[src/rtl/fetch_pkg.sv]
// Shared fetch definitions: address width, bubble encoding and fetch FSM states.
// HALT state exists only when FETCH_HALT_EN is defined.
package fetch_pkg;

  localparam int          ADDR_W   = 10;
  localparam logic [31:0] NOP_WORD = 32'h41E00000;

`ifdef FETCH_HALT_EN
  typedef enum logic [1:0] {
    ST_IDLE = 2'd0,
    ST_RUN  = 2'd1,
    ST_HALT = 2'd2
  } fetch_state_t;
`else
  typedef enum logic [1:0] {
    ST_IDLE = 2'd0,
    ST_RUN  = 2'd1
  } fetch_state_t;
`endif

endpackage

[src/rtl/program_counter.sv]
// PC register with next-PC mux (load > advance > hold); modulo 2^ADDR_W increment.
// Latency: one edge from load/advance to pc; hold when neither is asserted.
module program_counter #(
  parameter int ADDR_W = fetch_pkg::ADDR_W
) (
  input  logic              clk,
  input  logic              rst_n,
  input  logic              load,
  input  logic              advance,
  input  logic [ADDR_W-1:0] target,
  output logic [ADDR_W-1:0] pc,
  output logic [ADDR_W-1:0] pc_plus1
);

  localparam logic [ADDR_W-1:0] ONE = {{(ADDR_W-1){1'b0}}, 1'b1};

  logic [ADDR_W-1:0] pc_nxt;

  assign pc_plus1 = pc + ONE;

  always_comb begin
    pc_nxt = pc;
    if (load) begin
      pc_nxt = target;
    end else if (advance) begin
      pc_nxt = pc_plus1;
    end
  end

  always_ff @(posedge clk or negedge rst_n) begin
    if (!rst_n) begin
      pc <= '0;
    end else begin
      pc <= pc_nxt;
    end
  end

endmodule

[src/rtl/instruction_fetch.sv]
// Instruction fetch stage: PC drives memory, IF/ID captures word; 1 edge per fetch, IDLE one cycle after reset.
// Stall holds PC and IF/ID, branch redirects and bubbles; optional halt at END_ADDR with FETCH_HALT_EN.
module instruction_fetch #(
  parameter int                ADDR_W   = fetch_pkg::ADDR_W,
  parameter logic [31:0]       NOP_WORD = fetch_pkg::NOP_WORD,
  parameter logic [ADDR_W-1:0] END_ADDR = {ADDR_W{1'b1}}
) (
  input  logic              Clk,
  input  logic              Reset_n,
  output logic [ADDR_W-1:0] Addr,
  input  logic [31:0]       Instruction,
  input  logic              Stall,
  input  logic              BranchTaken,
  input  logic [ADDR_W-1:0] BranchTarget,
  output logic [31:0]       IfId_Instr,
  output logic [ADDR_W-1:0] IfId_PC,
  output logic              IfId_Valid
`ifdef FETCH_HALT_EN
  ,
  output logic              Halted
`endif
);

  import fetch_pkg::*;

  fetch_state_t      state, state_nxt;
  logic              pc_load, pc_adv;
  logic              capture, bubble;
  logic [ADDR_W-1:0] pc, pc_plus1;

  program_counter #(.ADDR_W(ADDR_W)) u_pc (
    .clk      (Clk),
    .rst_n    (Reset_n),
    .load     (pc_load),
    .advance  (pc_adv),
    .target   (BranchTarget),
    .pc       (pc),
    .pc_plus1 (pc_plus1)
  );

  assign Addr = pc;

  always_ff @(posedge Clk or negedge Reset_n) begin
    if (!Reset_n) begin
      state <= ST_IDLE;
    end else begin
      state <= state_nxt;
    end
  end

  always_comb begin
    state_nxt = state;
    pc_load   = 1'b0;
    pc_adv    = 1'b0;
    capture   = 1'b0;
    bubble    = 1'b0;
    case (state)
      ST_IDLE: state_nxt = ST_RUN;
      ST_RUN: begin
        if (BranchTaken) begin
          pc_load = 1'b1;
          bubble  = 1'b1;
        end else if (!Stall) begin
          capture = 1'b1;
`ifdef FETCH_HALT_EN
          // The final instruction is still delivered; PC parks on END_ADDR.
          if (pc == END_ADDR) begin
            state_nxt = ST_HALT;
          end else begin
            pc_adv = 1'b1;
          end
`else
          pc_adv = 1'b1;
`endif
        end
      end
`ifdef FETCH_HALT_EN
      ST_HALT: bubble = 1'b1;
`endif
      default: state_nxt = ST_IDLE;
    endcase
  end

  always_ff @(posedge Clk or negedge Reset_n) begin
    if (!Reset_n) begin
      IfId_Instr <= NOP_WORD;
      IfId_PC    <= '0;
      IfId_Valid <= 1'b0;
    end else if (bubble) begin
      IfId_Instr <= NOP_WORD;
      IfId_Valid <= 1'b0;
    end else if (capture) begin
      IfId_Instr <= Instruction;
      IfId_PC    <= pc_plus1;
      IfId_Valid <= 1'b1;
    end
  end

`ifdef FETCH_HALT_EN
  assign Halted = (state == ST_HALT);
`endif

endmodule

[config.mk]
export PLATFORM = sky130hd
export DESIGN_NAME = instruction_fetch
export DESIGN_NICKNAME = d
export VERILOG_FILES = /design/src/rtl/fetch_pkg.sv /design/src/rtl/program_counter.sv /design/src/rtl/instruction_fetch.sv
export SDC_FILE = /design/constraint.sdc
export NUM_CORES = 1
export LEC_CHECK = 0
export CORE_MARGIN = 1
export CORE_UTILIZATION = 41
export DETAILED_ROUTE_END_ITERATION = 6
export PLACE_DENSITY = 0.8
export SYNTH_ARGS = -nofsm -noshare
export SYNTH_HDL_FRONTEND = slang
export SYNTH_HIERARCHICAL = 1
export SYNTH_SLANG_ARGS = --single-unit
[constraint.sdc]
create_clock -name Clk -period 1.87 [get_ports Clk]
set_clock_uncertainty 0.05 [all_clocks]
set_input_delay 0.4675 -clock Clk [delete_from_list [all_inputs] [get_ports Clk]]
set_output_delay 0.4675 -clock Clk [all_outputs]
set_load 0.1 [all_outputs]
==> impl_metrics.toml, run 1 <==
[outcome]
status = "finished, final reports clean"

[logic_synthesis]
syn-num-nets = 333
synth.area.top_cells = "dfrtp_1, o221ai_1, nand3b_1, nand2b_1, dfstp_2"
yosysUniqueCellTypes = 33
ys_seq_area_share_pct = 47.34
syn_area_per_cell_um2 = 10.03
yosysTopAreaCellShare_pct = 42.76
syn_area_mm2 = 0.002868
ys_seq_elements = 54
syn_inst = 286
yosysTopAreaCell = "dfrtp_1"
yosys_warnings = 6

[cts]
cts.sinks = 54
clk_pin_slew_ps = 90
tritoncts = "built"
cts-root-buf = "clkbuf_8"
clock_latency_ps = 300
cts_made_buffers = 5
htreeDepth = 2
clk_path_buf_depth = 2

[layout]
finalNetCount = 429
layout_common_cells = "buf_12, clkdlybuf4s50_1, dfrtp_1"
mostFrequentLayoutCell = "buf_12"
drive_above_1_share_pct = 26.89
diodes = 0
fin_area_mm2 = 0.004619
area_growth_pct = 61.08
finalNonFillerCells = 463

[timing]
hold_viol = 0
finalSetupViolations = 0
finalCritPeriodShare_pct = 97.42
rsz0062_at_grt = "yes"
drv_slew = 0
period_minus_slack_ps = 1822
fmax_mhz = 548.9
tns_ps = 0
fin_hold_ws_ps = 66.15
relSlewSlack_pct = 64.07
worst_pin_slew_ps = 539.0

[setup_path]
critPathMaxFanout = 4
reg2reg_from = "u_pc/pc[0]$_DFFE_PN0P_"
reg2reg_to = "u_pc/pc[8]$_DFFE_PN0P_"
cp.arrival_ps = 1980
r2r_slack_ps = 140
reg2reg_depth = 4
critPathRequiredTime_ps = 2030
setup.worst_path.start_class = "input pin"
path_class = "input pin to register"
cp-end-kind = "register"

[place]
io_buffers = 98
dp_hpwl_um = 5118
place_area_mm2 = 0.004514
dp.cells = 455
place.gp.congestion = 0.8110

[drt]
antenna_left = 0
wire_per_inst_um = 15.60
drtIter0Drc = 156
drc = 0
vias = 2431
avgViaCountPerCell = 5.251
dr.pass1.iters = 4
routed_wl_um = 7221

[power]
switchingPower_mw = 2.375
pwr-share-clk_pct = 13.1
power_density_mw_per_mm2 = 1096
p_comb_share_pct = 54.1
seq_power_share_pct = 32.8
p_leak_nw = 1.853
peakVddDrop_mv = 0.7052
swShare_pct = 46.91
internal-power_mw = 2.688

[grt]
grt_first_pass_wirelength_um = 11790
grt_pass1_vias = 2412
grt_max_degree = 66
globalRouteTotalUtil_pct = 20.19
antenna_found_initial = 0
grt_remaining_overflow = 0

[die]
die_h_um = 85.64
die_area_mm2 = 0.007333
core_area_mm2 = 0.006756
floorplan.initialDensity_pct = 42.44
rows = 30
die_x_um = 85.64
ios = 99

[worst_hold_path]
hold_path_class = "input pin to asynchronous set/reset pin"

[job]
max-cap-violations = 0
synth_stat cells:
library cell / count
a21oi_1: 1
a31oi_1: 4
and2_1: 1
buf_2: 14
buf_4: 2
buf_6: 1
clkbuf_1: 6
clkinv_1: 1
conb_1: 1
dfrtp_1: 49
dfstp_2: 5
ha_1: 1
inv_1: 31
mux2_2: 10
mux2i_1: 1
nand2_1: 9
nand2b_1: 29
nand3_1: 4
nand3_4: 1
nand3b_1: 27
nand4_1: 4
nor2_1: 12
nor3_1: 7
nor3b_1: 5
nor3b_2: 1
nor4b_1: 5
o211ai_1: 1
o21ai_0: 5
o221ai_1: 27
o31ai_1: 4
or4_1: 5
xnor2_1: 4
xor2_1: 8
layout make-up:
class | count | area, µm²
fillers | 485 | 2137
repair buffers | 112 | 1652
flip-flops and latches | 54 | 1374
multi-input cells | 177 | 1282
inverters | 32 | 120.1
well taps | 80 | 100.1
clock buffers | 7 | 86.33
clock inverters | 1 | 5.005
kinds of logic (layout without fill, tap and decap cells):
kind of cell,Yosys count,count (layout),share of synthesized area [%]
AOI/OAI and AO/OA,42,42,11.47
xor gates and xnor gates,12,12,3.665
adders and majority gates,1,1,0.4362
buffers and inverters,55,152,8.333
DFF,54,54,47.34
muxes,11,11,4.276
other,1,1,0.1308
and+or+nand+nor,110,110,24.35
critical path: stages:
cell and delay, ps:
clkdlybuf4s50_1 460, nor3b_4 290, inv_2 80, or4_1 490
a31oi_1 200
worst max-delay path by stage:
stage | start | to | slack, ps | cells after the start
after CTS | Stall | u_pc/pc[7]$_DFFE_PN0P_ | 40 | 5
after global routing | Stall | u_pc/pc[9]$_DFFE_PN0P_ | -10 | 5
after floorplan | BranchTaken | u_pc/pc[7]$_DFFE_PN0P_ | 30 | 6
after detailed placement | BranchTaken | u_pc/pc[9]$_DFFE_PN0P_ | -350 | 5
final | Stall | u_pc/pc[8]$_DFFE_PN0P_ | 50 | 5
after global placement | BranchTaken | u_pc/pc[8]$_DFFE_PN0P_ | -260 | 5
registers in the layout (all words and copies together), names as in the netlist:
name,flops
u_pc/pc,10
IfId_Valid,1
IfId_PC,10
IfId_Instr,32
state,1
through the flow:
stage          total power [mW]  setup WS [ps]  utilization (%)
6_report                  5.063          48.26            68.37
5_1_grt                   5.246         -12.43            68.37
4_1_cts                   5.110          36.27            68.37
3_5_place_dp              4.430         -351.7            66.81
3_3_place_gp              4.393         -263.6            66.81
2_1_floorplan             3.279          30.45                -
power by group through the flow:
stage	combinational (mW)	clock, mW	sequential (mW)
5_1_grt	2.82	0.735	1.69
3_3_place_gp	2.72	0	1.67
3_5_place_dp	2.75	0	1.68
4_1_cts	2.76	0.693	1.66
2_1_floorplan	0.365	0	2.91
6_report	2.74	0.664	1.66
metal layers:
metal	share of wire (%)	track usage, %	vias to the layer above	wire [µm]
met5	0	0	-	0
met4	2.4	7.121	0	173
met3	3.1	3.176	14	226
met2	51	35.05	61	3657
met1	44	25.60	1162	3164
li1	-	-	1194	-
timing repair:
| action | 4_1_cts | 5_1_grt |
|---|---|---|
| hold buffers | 0 | 0 |
| buffers inserted | 1 | 0 |
| gates resized for setup | 1 | 3 |
| pin swaps | 1 | 1 |
| endpoints found under the hold margin | 0 | 0 |
| endpoints found under the setup margin | 3 | 4 |
No activity file was read; power rests on OpenSTA's default activity.
==> inputs of run 2 (changes only) <==
CORE_UTILIZATION = 42   (was 41)
CTS_BUF_LIST = sky130_fd_sc_hd__clkbuf_8   (was unset)
PLACE_DENSITY = 0.82   (was 0.8)
==> impl_metrics.toml, run 2 (synthesis results as in run 1) <==
[die]
rows = 29
ios = 99
die_area_mm2 = 0.007162
die_h_um = 84.63
floorplan.initialDensity_pct = 44.40
die_x_um = 84.63
core_area_mm2 = 0.006459

[drt]
dr.pass1.iters = 6
vias = 2494
drtIter0Drc = 210
avgViaCountPerCell = 5.410
antenna_left = 0
routed_wl_um = 7474
wire_per_inst_um = 16.21
drc = 5

[setup_path]
critPathRequiredTime_ps = 2040
cp_cell_sequence = "clkdlybuf4s50_1, nor3b_2, buf_4, nand3_2, or4_4, a31oi_1"
cp-end-kind = "register"
crit_family = "simple AND/OR/NAND/NOR gates"
path_class = "input pin to register"
setup.worst_path.start_class = "input pin"
max_stage_delay_ps = 440
cp_num_buf_inv = 2
slowest_stage = "clkdlybuf4s50_1"
critPathMaxFanout = 4
cp.arrival_ps = 2030

[place]
place.gp.congestion = 0.8202
io_buffers = 98
dp_hpwl_um = 5341

[layout]
largest_register = "IfId_Instr"
fill_cells = 458
diodes = 0
finalNetCount = 431
largest_reg_flops = 32
layout_common_cells = "buf_12, clkdlybuf4s50_1, dfrtp_1"
reg_top3 = "IfId_Instr x32, IfId_PC x10, u_pc/pc x10"
drive_above_1_share_pct = 27.34
area_growth_pct = 60.38
post-route-util_pct = 71.21
mostFrequentLayoutCell = "buf_12"

[grt]
globalRouteTotalUtil_pct = 21.13
grt_remaining_overflow = 0
grt_pass1_vias = 2473
antenna_found_initial = 0
grt_first_pass_wirelength_um = 12080
grt_max_degree = 52

[power]
power_density_mw_per_mm2 = 1095
p_leak_nw = 1.846
peakVddDrop_mv = 1.007

[worst_hold_path]
hold_path_class = "input pin to asynchronous set/reset pin"

[outcome]
status = "finished, violations left"
violations = "design-rule violations"

[cts]
clk_path_buf_depth = 2
htreeDepth = 2
clock_latency_ps = 300
cts-root-buf = "clkbuf_8"
tritoncts = "built"
clk_pin_slew_ps = 100
cts.sinks = 54
cts_made_buffers = 5

[job]
max-cap-violations = 0

[timing]
period_minus_slack_ps = 1868
finalSetupViolations = 0
fmax_mhz = 535.3
hold_viol = 0
finalCritPeriodShare_pct = 99.91
tns_ps = 0
rsz0062_at_grt = "yes"
drv_slew = 0
-- run 2: through the flow --
step | area, µm² | power [mW] | hold WS, ps | instances | worst slack (ps)
2_1_floorplan | 2887 | 3.279 | 121.9 | 286 | 30.45
3_3_place_gp | 4486 | 4.386 | 440.2 | 452 | -232.1
3_5_place_dp | 4486 | 4.430 | 447.9 | 452 | -360.6
4_1_cts | 4587 | 5.071 | 126.1 | 461 | 16.07
5_1_grt | 4599 | 5.224 | 129.6 | 461 | -51.51
6_report | 4599 | 5.038 | 116.5 | 461 | 1.746
-- run 2: cell type report --
type,instances,area (µm²),area share [%]
Clock buffer,6,82.58,1.795
Sequential cell,54,1374,29.87
Tap cell,77,96.34,2.095
Multi-Input combinational cell,177,1284,27.91
Timing Repair Buffer,114,1639,35.64
Clock inverter,1,3.754,0.08161
Inverter,32,120.1,2.612
-- run 2: report_power, final --
| part | leakage (nW) | internal, mW | total [mW] | switching, mW |
|---|---|---|---|---|
| clock | 0.0485 | 0.289 | 0.635 | 0.346 |
| combinational | 1.14 | 1.01 | 2.74 | 1.73 |
| sequential | 0.656 | 1.37 | 1.66 | 0.286 |
| total | 1.85 | 2.67 | 5.04 | 2.36 |
-- run 2: layer usage --
layer	vias up	wire length (µm)	GRT usage, %
met3	12	257	2.753
met5	-	0	0
met4	0	170	6.780
met1	1216	3175	27.76
li1	1197	-	-
met2	69	3871	36.29
-- run 2: final timing paths --
| check | end | slack (ps) | depth (start not counted) | start |
|---|---|---|---|---|
| worst max-delay path | u_pc/pc[7]$_DFFE_PN0P_ | 2 | 6 | BranchTaken |
| worst min-delay path | IfId_PC[4]$_DFFE_PN0P_ | 120 | 2 | Reset_n |
| worst max register to register | u_pc/pc[8]$_DFFE_PN0P_ | 120 | 4 | u_pc/pc[0]$_DFFE_PN0P_ |
| worst min register to register | IfId_Instr[30]$_DFFE_PN1P_ | 480 | 2 | IfId_Instr[30]$_DFFE_PN1P_ |
| max in group asynchronous | IfId_Instr[21]$_DFFE_PN1P_ | 1330 | 2 | Reset_n |
| min in group Clk | IfId_Instr[30]$_DFFE_PN1P_ | 480 | 2 | IfId_Instr[30]$_DFFE_PN1P_ |
-- run 2: timing repair --
item,in CTS,in global routing
endpoints found under the setup margin,1,4
pin swaps,2,2
setup buffers,2,0
hold buffers,0,0
gates resized for setup,0,4
==> edit 1 (flow settings as in run 2) <==
Build with the macro `FETCH_HALT_EN` defined.
--- a/src/rtl/fetch_pkg.sv
+++ b/src/rtl/fetch_pkg.sv
@@ -1,5 +1,7 @@
 // Shared fetch definitions: address width, bubble encoding and fetch FSM states.
 // HALT state exists only when FETCH_HALT_EN is defined.
+`define FETCH_HALT_EN
+
 package fetch_pkg;
 
   localparam int          ADDR_W   = 10;
Formal check against the unedited RTL (old outputs only; new: Halted): not equivalent (Yosys sat finds a counterexample within 4 cycles, from zero or initial values and one cycle with Reset_n low).
==> edit 1 against run 2 <==
- the run ends with setup timing left
- die area decreased by 9.0%
- worst hold slack got worse by 0.021 ns
- setup slack got worse by 0.30 ns
- sequential share of layout area increased by 0.37 points
- final area increased by 0.30%
- critical path type unchanged
- first-iteration DRC count decreased by 64%
- routed wire length decreased by 2.7%
- sequential cell count increased by 1
- largest cell class unchanged
- maximum frequency decreased by 14%
- synthesized area decreased by 9.2%
Power is left out: the tool's default activity adds up to more than one toggle a clock period on the data nets, which glitch-free logic cannot reach.
==> edit 1: results (changes against run 2) <==
* Yosys reg bits at 55 (+1.9%)
* Syn Inst Count at 272 (-4.9%)
* Non-clock buffers, area share at 39.30% (+3.7 points)
* Worst Setup Slack post-DPL at -0.6318 ns (-0.2711 ns)
* Synth Area in Adders at 2.404% (+2.0 points)
* Top cells by area in the synthesized netlist: dfrtp_1, nand2_1, a21oi_1
* Total of endpoints with negative setup slack in the final report at 10 (+10)
* Port Buf Inserts at 99 (+1.0%)
* Wire length of the first global-routing pass at 11,470 µm (-5.0%)
* Setup bufs post-CTS at 1 (-1)
* Share of the synthesized area in compound gates (AO/OA/AOI/OAI) at 10.24% (-1.2 points)
* Resized Gates After CTS at 4 (+4)
* Number of warnings issued by yosys at 6 (unchanged)
* Kind of cell adding the most delay to the critical path: simple AND/OR/NAND/NOR gates
* Synthesis-to-layout area growth at 77.26%
* Total Wirelength at 7272 µm (-2.7%)
* Routed wire per std cell at 15.37 µm (-5.2%)
* Net total in the final layout at 448 (+3.9%)
* Final weighted congestion in routability-driven placement at 0.8786 (+7.1%)
* Non-clock inverter count at 6 (-81%)
* GRT Resource Usage Total at 22.85% (+1.7 points)
* Synth unique cells at 31 (-6.1%)
* Placed instance area at 0.004414 mm² (-1.6%)
* Half-perimeter wire length after placement at 5364 µm (+0.43%)
* Post-Place Cells at 458 (+1.3%)
* Taps Inserted at 75 (-2.6%)
* DRT Pass-1 Iters at 4 (-2)
* Fillers at 369 (-19%)
* Vias in the first global route at 2,484 (+0.44%)
* Cell at the root of the clock tree: clkbuf_8
* Commonest cells in the netlist: nand2_1, dfrtp_1, a21oi_1
* Maximum fanout encountered on the critical timing path at 3 (-1)
* Maximum number of pins on one net before global-route repair at 56 (+7.7%)
* Largest incremental delay on the critical path at 0.51 ns (+0.07 ns)
* Area of all sequential standard cells at 0.001395 mm² (+1.5%)
* Multiplexer fraction of the synthesized cell area at 4.712% (+0.44 points)
* Repair and plain buffers at 133 (+17%)
* Run status: complete, but fails checks
* Async S/R FF share, synth at 100.0% (unchanged)
* ClkCell Share at 2.522% (+0.65 points)
* Violated checks: setup timing
* Xor and xnor area share after synthesis at 4.038% (+0.37 points)
* Routed via count divided by cell count at 5.326 (-1.6%)
* Multi-input gate count at 196 (+11%)
* Multi-input gate share of the layout cell area at 25.41% (-2.5 points)
* Number of clock buffer instances in the layout at 5 (-1)
* Fraction of layout cells with a size suffix above 1 at 33.42% (+6.1 points)
* Critical path arrival at 2.35 ns (+0.32 ns)
* Post-synth net total at 323 (-3.0%)
* 1st-iter DRT viols at 75 (-64%)
* Total Neg Setup Slack at -2.104 ns (-2.104 ns)
* Crit path setup slack, layout at -0.2989 ns (-0.3007 ns)
* Portion of the post-synthesis area used by sequential elements at 53.13% (+5.8 points)
* CP max-delay cell: or4_1
-- edit 1: final timing paths --
check                                           start                    endpoint  cells after the start  slack, ns
max                                             Stall      u_pc/pc[8]$_DFFE_PN0P_                      7      -0.30
min                                           Reset_n  IfId_Instr[16]$_DFFE_PN0P_                      2        0.1
max reg2reg                      state[1]$_DFFE_PN0P_      u_pc/pc[8]$_DFFE_PN0P_                      8      -0.29
min reg2reg                IfId_Instr[21]$_DFFE_PN1P_  IfId_Instr[21]$_DFFE_PN1P_                      2       0.47
max in group asynchronous                     Reset_n  IfId_Instr[30]$_DFFE_PN1P_                      2       1.39
min in group Clk           IfId_Instr[21]$_DFFE_PN1P_  IfId_Instr[21]$_DFFE_PN1P_                      2       0.47
-- edit 1: per-layer routing --
metal  track usage [%]  wire length [µm]
met1             24.82              2804
met2             43.31              3759
met3             6.364               649
met4             5.714                58
met5                 0                 0
==> edit 2 (config.mk and constraints of run 2) <==
Made on the original files. Register the input `BranchTarget` before use, with the module's reset. The logic sees it one clock later. The other inputs are not delayed to match.
--- a/src/rtl/instruction_fetch.sv
+++ b/src/rtl/instruction_fetch.sv
@@ -23,6 +23,16 @@
 
   import fetch_pkg::*;
 
+  logic [ADDR_W-1:0] BranchTarget_q;
+
+  always_ff @(posedge Clk or negedge Reset_n) begin
+    if (!Reset_n) begin
+      BranchTarget_q <= '0;
+    end else begin
+      BranchTarget_q <= BranchTarget;
+    end
+  end
+
   fetch_state_t      state, state_nxt;
   logic              pc_load, pc_adv;
   logic              capture, bubble;
@@ -33,7 +43,7 @@
     .rst_n    (Reset_n),
     .load     (pc_load),
     .advance  (pc_adv),
-    .target   (BranchTarget),
+    .target   (BranchTarget_q),
     .pc       (pc),
     .pc_plus1 (pc_plus1)
   );
Behaviour: not the same (Yosys sat finds a counterexample within 4 cycles, from zero or initial values and one cycle with Reset_n low).
==> edit 2 against run 2 <==
- global-route usage rose by 0.56 points
- final area rose by 8.4%
- sequential cell count rose by 10
- setup slack improved by 0.14 ns
- synthesized area rose by 8.7%
- total power rose by 16%
- register-to-register slack improved by 0.03 ns
- routed wire length rose by 8.9%
- critical path type is now register to register
==> edit 2: results (changes against run 2) <==
* Run status: completed
* Largest incremental delay on the critical path at 0.48 ns (+0.04 ns)
* Multiplexer fraction of the synthesized cell area at 3.933% (-0.34 points)
* DRT Pass-1 Iters at 4 (-2)
* Final weighted congestion in routability-driven placement at 0.7612 (-7.2%)
* Maximum VDD drop at 0.0006808 V (-32%)
* Half-perimeter wire length after placement at 5669 µm (+6.1%)
* Commonest cells in the netlist: dfrtp_1, inv_1, nand2b_1
* Setup bufs post-CTS at 0 (-2)
* Drt drc at 0 (-5)
* Vias in the first global route at 2,618 (+5.9%)
* H-tree levels at 3 (+1)
* Clock latency on the worst-skew pair at 0.33 ns (+0.03 ns)
* Fillers at 521 (+14%)
* Synth Area in Adders at 0.4013% (-0.035 points)
* Xor and xnor area share after synthesis at 3.371% (-0.29 points)
* CP max-delay cell: dfrtp_4
* GRT Resource Usage Total at 21.69% (+0.56 points)
* 1st-iter DRT viols at 150 (-29%)
* Post-synth net total at 343 (+3.0%)
* Wire length of the first global-routing pass at 12,810 µm (+6.1%)
* Maximum number of pins on one net before global-route repair at 66 (+27%)
* Leakage power figure at 2.029 nW (+9.9%)
* Number of CTS-inserted buffers at 9 (+4)
* Maximum fanout encountered on the critical timing path at 6 (+2)
* Final instance count without filler cells at 498 (+8.0%)
* Routed via count divided by cell count at 5.277 (-2.5%)
==> edit 2: cell type report <==
cell class / instances / area [µm²] / share of cell area (%)
Clock buffer: 11 / 151.4 / 3.036
Sequential cell: 64 / 1624 / 32.57
Timing Repair Buffer: 110 / 1630 / 32.70
Clock inverter: 5 / 47.55 / 0.9536
Multi-Input combinational cell: 177 / 1289 / 25.85
Inverter: 32 / 120.1 / 2.409
Tap cell: 99 / 123.9 / 2.484
==> edit 2: where the power goes <==
group | switching (mW) | internal [mW] | leakage (nW)
Clock | 0.501 | 0.675 | 0.112
Sequential | 0.294 | 1.60 | 0.772
Combinational | 1.74 | 1.01 | 1.14
Total | 2.53 | 3.29 | 2.03
==> edit 2: worst max-delay path, delay by kind of cell, from the launching register on <==
family                     cells  cell delay [ns]
adders and majority gates      1             0.20
DFF                            1             0.48
and+or+nand+nor                2             0.71
AOI/OAI and AO/OA              1             0.18
==> edit 2: layer usage <==
layer	global-route usage, %	part of all wire, %
met1	26.09	40
met2	38.04	54
met3	4.430	3.8
met4	8.504	1.6
met5	0	0
==> edit 2: what timing repair did <==
action	4_1_cts	5_1_grt
endpoints found under the setup margin	0	6
gates resized for setup	0	7
hold buffers	0	0
==> edit 2: per-stage QoR <==
stage          total power, mW  worst slack (ns)  area [µm²]
6_report                 5.824            0.1460        4986
3_3_place_gp             4.622           -0.2499        4761
3_5_place_dp             4.680           -0.3179        4761
2_1_floorplan            3.512           0.03045        3137
4_1_cts                  5.869           0.04142        4960
5_1_grt                  6.034           0.04466        4986
==> edit 2: cell families (layout without fill, tap and decap cells) <==
logic type,count (synthesis),count (layout)
AOI/OAI and AO/OA,42,42
buffers and inverters,55,158
DFF,64,64
xor gates and xnor gates,12,12
other,1,1
and+or+nand+nor,110,110
muxes,11,11
adders and majority gates,1,1
